**src/rtl/fifo_pkg.sv**
```systemverilog
// Shared sizing for the virtual-channel FIFO bank: default widths, per-channel depth and count width.
package fifo_pkg;
   localparam int DATA_SIZE_DEF = 10;
   localparam int ADDR_SIZE_DEF = 3;
   localparam int NUM_CH_DEF    = 2;
   localparam int DEPTH_DEF     = 2 ** ADDR_SIZE_DEF;
   localparam int CNT_W_DEF     = ADDR_SIZE_DEF + 1;

   function automatic int cnt_width(input int addr_size);
      return addr_size + 1;
   endfunction
endpackage

```
**src/rtl/fifo_vc_channel.sv**
```systemverilog
// One virtual-channel FIFO: 1-cycle registered pop, flags combinational from count and live thresholds.
// Overflowing pushes are dropped and underflowing pops ignored; both latch a sticky error until reset.
module fifo_vc_channel
   import fifo_pkg::*;
#(
   parameter int DATA_SIZE = DATA_SIZE_DEF,
   parameter int ADDR_SIZE = ADDR_SIZE_DEF
) (
   input  logic                 clk,
   input  logic                 reset,
   input  logic                 push,
   input  logic [DATA_SIZE-1:0] data_in,
   input  logic                 pop,
   input  logic [ADDR_SIZE:0]   almost_full_in,
   input  logic [ADDR_SIZE:0]   almost_empty_in,
   output logic [DATA_SIZE-1:0] data_out,
   output logic                 valid_out,
   output logic                 empty,
   output logic                 full,
   output logic                 pause,
   output logic                 almost_empty,
   output logic                 error,
   output logic [ADDR_SIZE:0]   occupancy
);
   localparam int CW = cnt_width(ADDR_SIZE);
   localparam int DEPTH = 2 ** ADDR_SIZE;
   localparam logic [CW-1:0] FULL_CNT = CW'(DEPTH);

   logic [DATA_SIZE-1:0] mem [DEPTH];
   logic [ADDR_SIZE-1:0] wr_ptr;
   logic [ADDR_SIZE-1:0] rd_ptr;
   logic [CW-1:0]        count;
   logic                 push_ok;
   logic                 pop_ok;
   logic                 overflow;
   logic                 underflow;

   assign empty        = (count == '0);
   assign full         = (count == FULL_CNT);
   assign pause        = (count >= almost_full_in);
   assign almost_empty = (count <= almost_empty_in);
   assign occupancy    = count;

   // A same-cycle pop frees the slot of a full channel, so that push still lands.
   assign pop_ok    = pop && !empty;
   assign push_ok   = push && (!full || pop);
   assign overflow  = push && full && !pop;
   assign underflow = pop && empty;

   always_ff @(posedge clk) begin
      if (push_ok)
         mem[wr_ptr] <= data_in;
   end

   always_ff @(posedge clk) begin
      if (reset) begin
         wr_ptr    <= '0;
         rd_ptr    <= '0;
         count     <= '0;
         data_out  <= '0;
         valid_out <= 1'b0;
         error     <= 1'b0;
      end else begin
         if (push_ok)
            wr_ptr <= wr_ptr + ADDR_SIZE'(1);
         if (pop_ok) begin
            data_out <= mem[rd_ptr];
            rd_ptr   <= rd_ptr + ADDR_SIZE'(1);
         end
         valid_out <= pop_ok;
         case ({push_ok, pop_ok})
            2'b10:   count <= count + CW'(1);
            2'b01:   count <= count - CW'(1);
            default: count <= count;
         endcase
         if (overflow || underflow)
            error <= 1'b1;
      end
   end
endmodule

```
**src/rtl/fifo_vc_bank.sv**
```systemverilog
// NUM_CH independent VC FIFOs behind one push port; each channel pops with 1-cycle latency.
// Upstream backpressure is the per-channel pause flag; pushes to full or nonexistent channels are dropped.
module fifo_vc_bank
   import fifo_pkg::*;
#(
   parameter int DATA_SIZE = DATA_SIZE_DEF,
   parameter int ADDR_SIZE = ADDR_SIZE_DEF,
   parameter int NUM_CH    = NUM_CH_DEF,
   parameter int CH_SEL    = $clog2(NUM_CH)
) (
   input  logic                          clk,
   input  logic                          reset,
   input  logic                          write,
   input  logic [CH_SEL-1:0]             write_ch,
   input  logic [DATA_SIZE-1:0]          data_in_push,
   input  logic [NUM_CH-1:0]             read,
   input  logic [ADDR_SIZE:0]            almost_full_in,
   input  logic [ADDR_SIZE:0]            almost_empty_in,
   output logic [NUM_CH*DATA_SIZE-1:0]   data_out_pop,
   output logic [NUM_CH-1:0]             valid_out,
   output logic [NUM_CH-1:0]             fifo_empty,
   output logic [NUM_CH-1:0]             fifo_full,
   output logic [NUM_CH-1:0]             fifo_pause,
   output logic [NUM_CH-1:0]             fifo_almost_empty,
   output logic [NUM_CH-1:0]             fifo_error,
   output logic [NUM_CH*(ADDR_SIZE+1)-1:0] occupancy
);
   localparam int CW = cnt_width(ADDR_SIZE);

   logic [NUM_CH-1:0] push_vec;

   for (genvar c = 0; c < NUM_CH; c++) begin : g_ch
      // An out-of-range write_ch matches no channel, so the push silently vanishes.
      assign push_vec[c] = write && (write_ch == CH_SEL'(c));

      fifo_vc_channel #(
         .DATA_SIZE(DATA_SIZE),
         .ADDR_SIZE(ADDR_SIZE)
      ) u_ch (
         .clk            (clk),
         .reset          (reset),
         .push           (push_vec[c]),
         .data_in        (data_in_push),
         .pop            (read[c]),
         .almost_full_in (almost_full_in),
         .almost_empty_in(almost_empty_in),
         .data_out       (data_out_pop[c*DATA_SIZE +: DATA_SIZE]),
         .valid_out      (valid_out[c]),
         .empty          (fifo_empty[c]),
         .full           (fifo_full[c]),
         .pause          (fifo_pause[c]),
         .almost_empty   (fifo_almost_empty[c]),
         .error          (fifo_error[c]),
         .occupancy      (occupancy[c*CW +: CW])
      );
   end
endmodule
```
**config.mk**
```make
export PLATFORM = sky130hd
export DESIGN_NAME = fifo_vc_bank
export DESIGN_NICKNAME = d
export VERILOG_FILES = /design/src/rtl/fifo_pkg.sv /design/src/rtl/fifo_vc_channel.sv /design/src/rtl/fifo_vc_bank.sv
export SDC_FILE = /design/constraint.sdc
export NUM_CORES = 1
export LEC_CHECK = 0
export CORE_MARGIN = 4
export CORE_UTILIZATION = 25
export DETAILED_ROUTE_END_ITERATION = 7
export DONT_BUFFER_PORTS = 1
export PLACE_DENSITY = 0.4
export SLEW_MARGIN = 25
export SYNTH_ARGS = -nofsm -noshare
export SYNTH_HDL_FRONTEND = slang
export SYNTH_SLANG_ARGS = --single-unit
```
**constraint.sdc**
```tcl
create_clock -name clk -period 2.9 [get_ports clk]
set_input_delay 0.29 -clock clk [delete_from_list [all_inputs] [get_ports clk]]
set_output_delay 0.29 -clock clk [all_outputs]
set_load 0.01 [all_outputs]
```
==> results.txt <==
Seq/Total Area, Yosys: 65.66%
Die outline area: 0.03767 sq mm
Layout cell share with drive strength beyond 1: 28.88%
P_int: 6.546 mW
Number of fill cells: 3343
Average footprint of a synthesized cell: 16.88 sq um
Share of synthesized area spent on multiplexers: 11.36%
Startpoint of the worst setup timing path: g_ch[0].u_ch.occupancy[1]$_SDFFE_PP0P_
Number of input and output port buffers inserted: 0
Number of iterations in the first detailed-routing pass: 4
Standard cell area after detailed placement: 0.009210 sq mm
Commonest cells post-synth: sky130_fd_sc_hd__edfxtp_1, sky130_fd_sc_hd__nor2_1, sky130_fd_sc_hd__dfxtp_1
Routed WL: 20050 um
Cell count after placement: 954
Data required time at the worst endpoint: 3.35 ns
Average via count per standard cell: 4.429
Static Leak: 3.436 nW
Setup Viol. Count Final: 0
Number of diodes added for antenna fixing: 0
CTS H-tree lvls: 1
Residual DRC count: 0
Area of the placeable core: 0.03387 sq mm
Worst setup path end: g_ch[0].u_ch.occupancy[2]$_SDFFE_PP0P_
Share of the synthesized area in compound gates (AO/OA/AOI/OAI): 5.997%
Max Freq: 0.3905 GHz
Proportion of power drawn by flip-flops and latches: 39.3%
DR WL/cell: 19.87 um
Post-synth design cell area: 0.008658 sq mm
Floorplan row count: 67
Switch Pwr: 2.634 mW
RePlAce Congestion: 0.7345
Largest family of logic cells by synthesized area: multiplexers
Xor/xnor share of the synthesized area: 1.416%
IO Pins: 64
Largest stage delay on the critical path: 0.44 ns
RR Startpoint: g_ch[0].u_ch.occupancy[1]$_SDFFE_PP0P_
Vias after detailed routing: 4469
Half-perimeter wire length of the detailed placement result: 12190 um
Worst path arrival time: 3.01 ns
Post-synthesis cell type count: 46
Final max-slew violation count: 0
Max Clock Skew: 0.009954 ns
Path type of the worst min-delay path: in -> reg
Skew-Pair Late Insertion Delay: 0.51 ns
Synth top area cells: sky130_fd_sc_hd__edfxtp_1, sky130_fd_sc_hd__mux4_2, sky130_fd_sc_hd__dfxtp_1
Worst-case headroom to the max-slew limit: 52.02%
Share of the clock period used by the worst path: 88.31%
Violation count after the first detailed-route iteration: 183
Power Density: 895.3 mW/mm^2
Smallest setup slack after layout: 0.3391 ns
Bufs and invs on worst path: 0
Synthesis Warnings: 0
Switching share of total power: 28.69%
Fraction of the mapped netlist area in simple logic gates: 8.613%
Floorplan die width: 194.1 um
End-of-flow core utilization: 30.28%
Setup repair after global routing missed its margin: no
Max-cap violations: 0
Maximum clock path buffer count: 3
Cell Chain, Critical Path: or3_4, o21ai_4, ha_1, xor2_1, ha_1, a21oi_1, xor2_1, or3_1, a21oi_1
Wire length of the first global-routing pass: 30470 um
Path depth of the worst reg2reg path: 9
Final instance count without filler cells: 1009
Worst R2R Setup Slack: 0.34 ns
Worst Path Class, Setup: reg -> reg
Post-route minimum period: 2.561 ns
Fraction of registers with async set/reset: 0%
Clock tree from TritonCTS: yes
Cell type with the largest total area after synthesis: sky130_fd_sc_hd__edfxtp_1
Library cell with the highest instance count after synthesis: sky130_fd_sc_hd__edfxtp_1
Crit start category: flip-flop
Critical Path Fanout Max: 9
Number of hold buffers added after CTS: 11
Dominant register cell in the synthesized netlist: sky130_fd_sc_hd__edfxtp_1
Antenna viol nets, final: 0
Critical path depth in cells: 9
Number of global-route vias before repair: 4816
Worst path slowest cell: sky130_fd_sc_hd__or3_4
Design Area, Final: 0.01025 sq mm
Cells resized by post-CTS repair: 0
Worst reg2reg endpoint: g_ch[0].u_ch.occupancy[2]$_SDFFE_PP0P_
Post-Synthesis Net Count: 563
Remaining Overflow, GRT: 0
Peak supply drop: 0.4621 mV
Count of endpoints failing hold in the final timing report: 0
Buffer cell driving the clock tree root: sky130_fd_sc_hd__clkbuf_16
Flops & latches, synth: 204
Yosys top cell area share: 55.49%
Number of setup buffers added after CTS: 0
Antenna violations before repair: 1
Register clock-pin slew on the reported worst setup and hold paths: 0.06 ns
Largest net degree at the start of global routing: 47
CP Capture Type: flip-flop
Instance count of the mapped netlist: 513
Slew at the pin with the worst max-slew slack: 0.7190 ns
Die Span Y: 194.1 um
Critical path's top delay family: simple AND/OR/NAND/NOR gates
WHS Path Cells: 3
Setup TNS Final: 0 ns
Gate power share: 23.4%
Starting Density: 25.57%
Overall Global Routing Usage: 10.51%
Clock network fraction of total power: 37.3%
CTS sink count: 204
Area growth, synth to finish: 18.43%
Post-synth EDFFs: 160
Worst slack, placed: 0.3533 ns
Result of the run: complete, no violations
Area share of fa/ha/maj cells after synthesis: 3.757%
Number of nets in the layout: 593
CTS Buf Count: 24
-- power by group through the flow --
| stage | logic [mW] | registers (mW) | clock network (mW) |
|---|---|---|---|
| 4_1_cts | 2.21 | 3.62 | 3.52 |
| 3_5_place_dp | 2.14 | 3.68 | 0 |
| 2_1_floorplan | 1.78 | 3.67 | 0 |
| 5_1_grt | 2.39 | 3.64 | 3.64 |
| 3_3_place_gp | 2.09 | 3.67 | 0 |
| 6_report | 2.15 | 3.60 | 3.42 |
-- worst reg2reg max path: stages, from the launching register on --
cell and delay (ns):
sky130_fd_sc_hd__dfxtp_1 0.39, sky130_fd_sc_hd__or3_4 0.44, sky130_fd_sc_hd__o21ai_4 0.32, sky130_fd_sc_hd__ha_1 0.33
sky130_fd_sc_hd__xor2_1 0.19, sky130_fd_sc_hd__ha_1 0.17, sky130_fd_sc_hd__a21oi_1 0.05, sky130_fd_sc_hd__xor2_1 0.16
sky130_fd_sc_hd__or3_1 0.31, sky130_fd_sc_hd__a21oi_1 0.14
-- cell families after synthesis --
logic type	after synthesis
flip-flops	204
AND/OR/NAND/NOR	123
AO/OA/AOI/OAI	55
multiplexers	48
buffers and inverters	43
adder cells (fa/ha/maj)	26
XOR/XNOR	14
-- per-stage QoR --
| stage | hold slack [ns] | power [mW] |
|---|---|---|
| finish | 0.03518 | 9.180 |
| global route | 0.06950 | 9.672 |
| CTS | 0.01864 | 9.353 |
| detailed placement | 0.3686 | 5.814 |
| global placement | 0.3699 | 5.756 |
| floorplan | 0.3889 | 5.446 |
-- layout by cell type, fill, tap and decap left out, drive strengths merged, types with 2 or more instances in the layout --
master,netlist,routed
edfxtp,160,160
nor2,48,48
dfxtp,44,44
mux4,40,40
clkbuf,10,31
nor3,30,30
buf,24,28
ha,26,26
o22ai,20,20
nand2b,13,13
xor2,11,11
dlygate4sd3,0,10
o21ai,10,10
inv,9,9
nor2b,8,8
nand2,8,8
a21oi,7,7
a21o,6,6
mux2i,6,6
bufinv,0,6
clkinv,0,6
o21a,4,4
or3,4,4
xnor2,3,3
o41a,2,2
o211ai,2,2
nand4,2,2
and2,2,2
nand3b,2,2
mux2,2,2
nor4,2,2
-- metal layers --
metal  vias to the layer above  track usage, %  share of wire, %
li1                       2043               -                 -
met1                      2303           13.63                44
met2                        84           17.94                50
met3                        37           2.415               4.3
met4                         2           2.526               2.4
met5                         -               0             0.065
-- how the worst min path moves through the flow --
stage / startpoint / to / slack [ns]
floorplan: data_in_push[0] / g_ch[0].u_ch.mem[0][0]$_DFFE_PP_ / 0.39
finish: write / g_ch[1].u_ch.wr_ptr[2]$_SDFFE_PP0P_ / 0.04
global route: write / g_ch[1].u_ch.wr_ptr[2]$_SDFFE_PP0P_ / 0.07
global placement: reset / g_ch[0].u_ch.error$_SDFFE_PP0P_ / 0.37
detailed placement: reset / g_ch[1].u_ch.error$_SDFFE_PP0P_ / 0.37
CTS: write / g_ch[1].u_ch.wr_ptr[2]$_SDFFE_PP0P_ / 0.02
-- final cells by class --
class | count | area (sq um) | share of cell area (%)
Timing Repair Buffer | 38 | 330.3 | 3.221
Clock buffer | 31 | 698.2 | 6.809
Multi-Input combinational cell | 266 | 2728 | 26.60
Tap cell | 448 | 560.5 | 5.467
Sequential cell | 204 | 5685 | 55.45
Clock inverter | 13 | 217.7 | 2.123
Inverter | 9 | 33.78 | 0.3295
-- sequential cells by signal, indices dropped and copies added, names as in the netlist --
| register | flops |
|---|---|
| g_ch.u_ch.mem | 160 |
| g_ch.u_ch.data_out | 20 |
| g_ch.u_ch.occupancy | 8 |
| g_ch.u_ch.rd_ptr | 6 |
| g_ch.u_ch.wr_ptr | 6 |
| g_ch.u_ch.error | 2 |
| g_ch.u_ch.valid_out | 2 |
(Power assumes the default switching activity.)
